$ cat src/rtl/if_fetch_stage.sv
// Instruction fetch stage: owns the PC, issues single-outstanding
// imem requests and buffers returned words in a queue toward decode.
module if_fetch_stage #(
    parameter logic [31:0] RESET_PC = 32'h8000_0000,
    parameter int unsigned QDEPTH   = 2
) (
    input  logic        clk,
    input  logic        rst,
    input  logic        stall,
    input  logic        redirect_valid,
    input  logic [31:0] redirect_pc,
    output logic        imem_req_valid,
    input  logic        imem_req_ready,
    output logic [31:0] imem_req_addr,
    input  logic        imem_rsp_valid,
    input  logic [31:0] imem_rsp_data,
    output logic        id_valid,
    input  logic        id_ready,
    output logic [31:0] id_instr,
    output logic [31:0] id_pc,
    output logic [31:0] id_pc_plus4
);

    localparam int unsigned PW = (QDEPTH > 1) ? $clog2(QDEPTH) : 1;
    localparam int unsigned CW = PW + 1;

    typedef enum logic [1:0] {
        S_REQ  = 2'd0,
        S_WAIT = 2'd1,
        S_DROP = 2'd2
    } state_e;

    state_e        state_q, state_d;
    logic [31:0]   pc_q, pc_d;
    logic [31:0]   addr_q, addr_d;
    logic          req_valid_q, req_valid_d;
    logic          pend_drop_q, pend_drop_d;
    logic          discard_q, discard_d;
    logic [PW-1:0] head_q, head_d;
    logic [PW-1:0] tail_q, tail_d;
    logic [CW-1:0] count_q, count_d;
    logic [31:0]   ent_pc_q [QDEPTH];
    logic [31:0]   ent_pc_d [QDEPTH];
    logic [31:0]   ent_instr_q [QDEPTH];
    logic [31:0]   ent_instr_d [QDEPTH];

    logic hs, push, pop, has_slot, discard_rst;

    always_comb begin
        state_d     = state_q;
        pc_d        = pc_q;
        addr_d      = addr_q;
        req_valid_d = req_valid_q;
        pend_drop_d = pend_drop_q;
        discard_d   = discard_q;
        head_d      = head_q;
        tail_d      = tail_q;
        count_d     = count_q;
        ent_pc_d    = ent_pc_q;
        ent_instr_d = ent_instr_q;
        hs          = req_valid_q & imem_req_ready;
        has_slot    = count_q < CW'(QDEPTH);
        pop         = id_valid & id_ready;
        push        = 1'b0;

        unique case (state_q)
            S_REQ: begin
                if (req_valid_q) begin
                    if (hs) begin
                        req_valid_d = 1'b0;
                        pend_drop_d = 1'b0;
                        state_d = (redirect_valid || pend_drop_q)
                                  ? S_DROP : S_WAIT;
                    end else if (redirect_valid) begin
                        pend_drop_d = 1'b1;
                    end
                end else begin
                    // a pre-reset response is still owed; swallow it first
                    if (discard_q && imem_rsp_valid) begin
                        discard_d = 1'b0;
                    end
                    if (!redirect_valid && !stall && !discard_q
                        && has_slot) begin
                        req_valid_d = 1'b1;
                        addr_d      = pc_q;
                    end
                end
            end
            S_WAIT: begin
                if (imem_rsp_valid) begin
                    state_d = S_REQ;
                    if (!redirect_valid) begin
                        push = 1'b1;
                        pc_d = pc_q + 32'd4;
                    end
                end else if (redirect_valid) begin
                    state_d = S_DROP;
                end
            end
            S_DROP: begin
                if (imem_rsp_valid) begin
                    state_d = S_REQ;
                end
            end
            default: state_d = S_REQ;
        endcase

        if (redirect_valid) begin
            pc_d    = redirect_pc;
            head_d  = '0;
            tail_d  = '0;
            count_d = '0;
        end else begin
            if (push) begin
                ent_pc_d[tail_q]    = pc_q;
                ent_instr_d[tail_q] = imem_rsp_data;
                tail_d              = tail_q + 1'b1;
            end
            if (pop) begin
                head_d = head_q + 1'b1;
            end
            count_d = count_q + CW'(push) - CW'(pop);
        end

        discard_rst = (state_q != S_REQ) || hs;
    end

    always_ff @(posedge clk) begin
        if (rst) begin
            state_q     <= S_REQ;
            pc_q        <= RESET_PC;
            addr_q      <= RESET_PC;
            req_valid_q <= 1'b0;
            pend_drop_q <= 1'b0;
            discard_q   <= discard_rst && !imem_rsp_valid;
            head_q      <= '0;
            tail_q      <= '0;
            count_q     <= '0;
        end else begin
            state_q     <= state_d;
            pc_q        <= pc_d;
            addr_q      <= addr_d;
            req_valid_q <= req_valid_d;
            pend_drop_q <= pend_drop_d;
            discard_q   <= discard_d;
            head_q      <= head_d;
            tail_q      <= tail_d;
            count_q     <= count_d;
        end
    end

    always_ff @(posedge clk) begin
        ent_pc_q    <= ent_pc_d;
        ent_instr_q <= ent_instr_d;
    end

    assign imem_req_valid = req_valid_q;
    assign imem_req_addr  = req_valid_q ? addr_q : pc_q;
    assign id_valid       = count_q != '0;
    assign id_instr       = id_valid ? ent_instr_q[head_q] : 32'd0;
    assign id_pc          = id_valid ? ent_pc_q[head_q] : 32'd0;
    assign id_pc_plus4    = id_valid ? ent_pc_q[head_q] + 32'd4 : 32'd0;

endmodule

$ cat config.mk
export PLATFORM = sky130hd
export DESIGN_NAME = if_fetch_stage
export DESIGN_NICKNAME = d
export VERILOG_FILES = /design/src/rtl/if_fetch_stage.sv
export SDC_FILE = /design/constraint.sdc
export NUM_CORES = 1
export LEC_CHECK = 0
export BUFFER_PORTS_ARGS = -buffer_cell sky130_fd_sc_hd__buf_2
export CAP_MARGIN = 20
export CELL_PAD_IN_SITES_DETAIL_PLACEMENT = 0
export CELL_PAD_IN_SITES_GLOBAL_PLACEMENT = 1
export CORE_MARGIN = 4
export CORE_UTILIZATION = 38
export CTS_CLUSTER_DIAMETER = 40
export DETAILED_ROUTE_END_ITERATION = 16
export PLACE_DENSITY_LB_ADDON = 0.1
export SKIP_LAST_GASP = 1
export SYNTH_ARGS = -nofsm -noshare
export SYNTH_HDL_FRONTEND = slang
export SYNTH_SLANG_ARGS = --single-unit
$ cat constraint.sdc
create_clock -name clk -period 4.22 [get_ports clk]
set_input_delay 0.422 -clock clk [delete_from_list [all_inputs] [get_ports clk]]
set_output_delay 0.422 -clock clk [all_outputs]
set_load 0.1 [all_outputs]
# Yosys cells after proc, flatten, opt, wreduce, memory -nomap -nowiden
# Index checks and enable logic that the tools add are counted.
[word_totals] reg_bits=201 out_inout_bits=130 wordCells=99
[op_classes] n_addsub=6 magnitude_cmp=4 eq_ne=7 n_mux=36 n_bitwise=6 reduce_logical=27
[op_table] cell="$mux W32" count=14
[op_table] cell="$bwmux W64" count=2
[op_table] cell="$add A32 B3 Y32 const B" count=2
[op_table] cell="$demux W32 S1" count=1
[op_table] cell="$reduce_bool A2 Y1" count=7
[op_table] cell="$mux W1" count=12
[op_table] cell="$mux W2" count=6
[op_table] cell="$reduce_and A3 Y1" count=3
[op_table] cell="$ne A2 B2 Y1 const B" count=4
[op_table] cell="$logic_and A1 B1 Y1" count=6
[op_table] cell="$pmux W2 S3" count=1
[op_table] cell="$ge A2 B2 Y1 const B" count=2
[op_table] cell="$logic_not A1 Y1" count=4
[op_table] cell="$not A1 Y2" count=2
[op_table] cell="$reduce_and A2 Y1" count=2
[op_table] cell="$reduce_and A4 Y1" count=1
[op_table] cell="$ne A3 B3 Y1 const B" count=1
[op_table] cell="$add A1 B1 Y1 const B" count=2
[op_table] cell="$add A2 B1 Y2" count=1
[op_table] cell="$and A1 B1 Y1" count=2
[op_table] cell="$eq A2 B1 Y1 const B" count=1
[op_table] cell="$eq A2 B2 Y1 const B" count=1
[op_table] cell="$logic_not A2 Y1" count=1
[op_table] cell="$logic_or A1 B1 Y1" count=2
[op_table] cell="other kinds (5)" count=6

# Depth between registers and ports, before layout
[depth] word_depth=6 depth_mapped=11 ltp_nobuf=9

# Worst setup path after synthesis
# OpenSTA, ideal clock, no wires.
[synth_path] path_type="reg2out" start="register head_q" end="output id_pc_plus4[26]" arrival_ps=4381 slack_ps=-583 stages_incl_launch_ff=12 n_path_buf=4 path_cell_list="dfxtp_1 -> buf_2 -> buf_4 -> buf_2 -> buf_2 -> mux2_2 -> ha_1 -> inv_1 -> a211oi_4 -> nand3_2 -> o31a_1 -> nor3_1"
[synth_via] elab_chain_len=6
[synth_lines] item="start, declared" line="39" rtl="logic [PW-1:0] head_q, head_d;"
[synth_lines] item="start signal, assigned" line="136" rtl="head_q <= '0;"
[synth_lines] item="start signal, assigned" line="146" rtl="head_q <= head_d;"
[synth_lines] item="$not A1 Y2 (implied by the code)" line="162" rtl="assign id_pc_plus4 = id_valid ? ent_pc_q[head_q] + 32'd4 : 32'd0;"
[synth_lines] item="$mux W32 (implied by the code) (3 in a row)" line="162"
[synth_lines] item="$add A32 B3 Y32" line="162"
[synth_lines] item="$mux W32" line="162"
[synth_lines] item="end, declared" line="21" rtl="output logic [31:0] id_pc_plus4"
# Every way passes these cells. The select of a mux whose other input is x is not followed.

# Worst setup path in the final report
[layout_path] start="register head_q" end="output id_pc_plus4[25]"
# Same word-level chain as after synthesis.

==> results.md <==
* Status: finished clean
* Via count at approximately 6900
* Slowest stage delay, CP at 0.68 ns
* TritonCTS Buffers at 31
* Placer Congestion at between 0.7 and 0.8
* CP Launch Type: flop
* Die Height at between 150 and 200 µm
* Clock transition at path regs at ~0.050 ns
* Min cycle time layout at 3.87 ns
* Commonest non-fill, non-tap cell in the layout: buf_2
* Max-Cap Viols at 0
* Post-layout net count at approximately 1100
* Hold Path Stages at 1
* Fin. Hold Viols at 0
* H-tree Lvls at 1
* Layout cells sized above 1 at a little under 30%
* Clock tree sinks at roughly 200
* Setup-failing EPs final at 0
* First-pass GRT wire length at 37700 µm
* Gates resized, CTS repair at 0
* Synth unique cells at 53
* Pwr dens at between 400 and 500 nW/µm²
* Worst clock skew at 0.0136 ns
* Syn avg cell area at about 11 µm²
* CP max-delay cell: dfxtp_4
* Die area at about 27000 µm²
* Worst hold path type: input port to flop
* Critical path's most frequent cell: buf_4
* Slew margin rel. at about 37%
* Total power at between 0.004 and 0.005 W
* WP data arrival at between 3 and 4 ns
* Ys flop type: edfxtp_1
* Fmax achieved at approximately 260 MHz
* Initial DRC Count at 436
* GRT Total Usage at between 10% and 20%
* Std cell rows at 57
* # hold bufs at CTS at 0
* Io pins at between 200 and 250
* FILL cells at about 2300
* Pins Over Slew Limit at 0
* Yosys warnings at 0
* Vias in the first global route at about 7000
* Syn nets at around 930
* Register bit total from synthesis at about 200
* Critical Path End Type: output pin
* CORE AREA at 24200 µm²
* Most frequent cells in the layout: buf_2 (198), edfxtp_1 (129), nor2_1 (114), nand2_1 (101), dfxtp_1 (70)
* CTS tree: built
* Post-route antenna net violation count at 0
* Initial antenna violation count at 0
* RSZ-0062 raised after global routing: no
* Post-Syn Instances at 854
* Tightest Pin Transition at around 0.94 ns
* Synth Cell Area at between 9000 and 10000 µm²
* Fraction of synthesis flops using an asynchronous set or reset pin at 0%
* CTS root buf: clkbuf_16
* Worst R2R Path Depth at 9
* CP cell instances: buf_4, mux2i_1, a21oi_1, buf_4, nand3_1, o31a_1, nor3_1, buf_2
* # port buffers at 200
* Antenna diodes at 0
* Wire length per cell at between 15 and 20 µm
* Clock Path Buffers at 3
* Setup CP Type: flop to output pin
* Synth-to-Final Area Change at 25.4%
* Clk_lat worst skew at between 0.5 and 0.6 ns
* Vias per cell at 4.95
* Postcts setup bufs at 0
* EDFF count, synth at between 100 and 150
* Post-route DRC violation count at 0
* Setup TNS at 0 ns
* Post-DP HPWL at roughly 17000 µm
* Register area share after synthesis at between 50% and 60%
* Initial Util at between 30% and 40%
* Peak VDD IR at around 0.26 mV
* Fin crit share at 91.6%
* Worst Path Required at approximately 3.8 ns
* Post-Route WL at 24300 µm
* Largest net degree at the start of global routing at 65
* DR pass1 iterations at 5
* Worst Path Max Fanout at 38
* Die Span X at 165 µm
* Leak at 4.47 nW
* Total grt overflow at 0
-- metrics by stage --
stage	worst slack, ns	utilization, %	cell area (µm²)	hold WS (ns)	std cells
after floorplan	0.0104	-	9350	0.433	854
after global placement	0.956	44.1	10700	0.439	1336
after detailed placement	0.869	44.1	10700	0.443	1336
after CTS	0.294	48.3	11700	0.0479	1393
after global routing	0.0791	48.3	11700	0.0431	1393
final	0.353	48.3	11700	0.0753	1393
-- state kept, by name, indices dropped and copies added, names as in the netlist --
register	flops
ent_pc_q	64
count_q	2
ent_instr_q	64
state_q	2
head_q	1
addr_q	32
imem_req_valid	1
tail_q	1
discard_q	1
pend_drop_q	1
pc_q	32
-- power by group --
part           switching [W]  internal [W]  leakage, nW
sequential         0.0000548       0.00213         1.76
combinational       0.000282     0.0000953         2.22
clock               0.000901       0.00154        0.494
total                0.00124       0.00376         4.47
-- cells by family (layout without fill, tap and decap cells) --
| logic type | Yosys count | count (layout) | synth area share [%] |
|---|---|---|---|
| multiplexers | 104 | 104 | 11.7 |
| buffers and inverters | 68 | 283 | 3.14 |
| XOR/XNOR | 45 | 45 | 4.22 |
| adder cells (fa/ha/maj) | 4 | 4 | 0.536 |
| flip-flops | 201 | 201 | 56.9 |
| AO/OA/AOI/OAI | 99 | 99 | 6.83 |
| AND/OR/NAND/NOR | 333 | 333 | 16.7 |
-- final timing paths --
check	start	to	slack, ns
setup reg to reg	count_q[1]	count_q[1]	1.54
setup / recovery	head_q	id_pc_plus4[25]	0.35
hold reg to reg	addr_q[21]	addr_q[21]	0.45
hold / removal	imem_rsp_data[15]	ent_instr_q[47]	0.08
-- worst max-delay path, delay by kind of cell (launching register included) --
family / cells / cell delay (ns)
AOI/OAI and AO/OA: 2 / 0.52
buffers and inverters: 3 / 1.05
DFF: 1 / 0.68
muxes: 1 / 0.18
and+or+nand+nor: 2 / 0.47
-- final cells by class --
class                           count  area (µm²)  area share [%]
Multi-Input combinational cell    585        3760            32.1
Timing Repair Buffer              216        1180            10.0
Clock buffer                       34         787            6.72
Sequential cell                   201        5320            45.4
Clock inverter                     23         221            1.89
Tap cell                          324         405            3.46
Inverter                           10        37.5           0.320
-- cells in the mapped netlist, types with 3 or more instances --
cell type  number  share of area (%)
clkbuf_1       36                1.4
a31oi_1         3               0.20
buf_1           5               0.20
o21ai_0        10               0.54
nand2_1       101                4.1
mux2_2         36                4.3
nand4_1        21                1.4
inv_1           9               0.36
ha_1            4               0.54
nand3b_1        3               0.24
dfxtp_1        72                 15
xor2_1         26                2.4
o22ai_1         3               0.20
mux2i_1        66                7.1
edfxtp_1      129                 41
nand3_1        22                1.2
a21boi_0        3               0.24
nor2_1        116                4.7
a211oi_1       23                1.8
and2_1         11               0.74
nand4b_1        9               0.84
buf_2          12               0.64
and3_1          9               0.60
xnor2_1        19                1.8
nor4_1          8               0.54
a21oi_1        42                2.3
o31a_1          3               0.28
buf_4           4               0.32
nor3_1         21                1.1
-- layer usage --
metal | global-route usage, % | vias up | wire length [µm]
met5 | 0 | - | 0
met3 | 3.77 | 33 | 1570
met4 | 4.76 | 0 | 428
li1 | - | 3462 | -
met1 | 25.1 | 3222 | 11600
met2 | 26.6 | 184 | 10700
No activity file was read; power rests on OpenSTA's default activity.
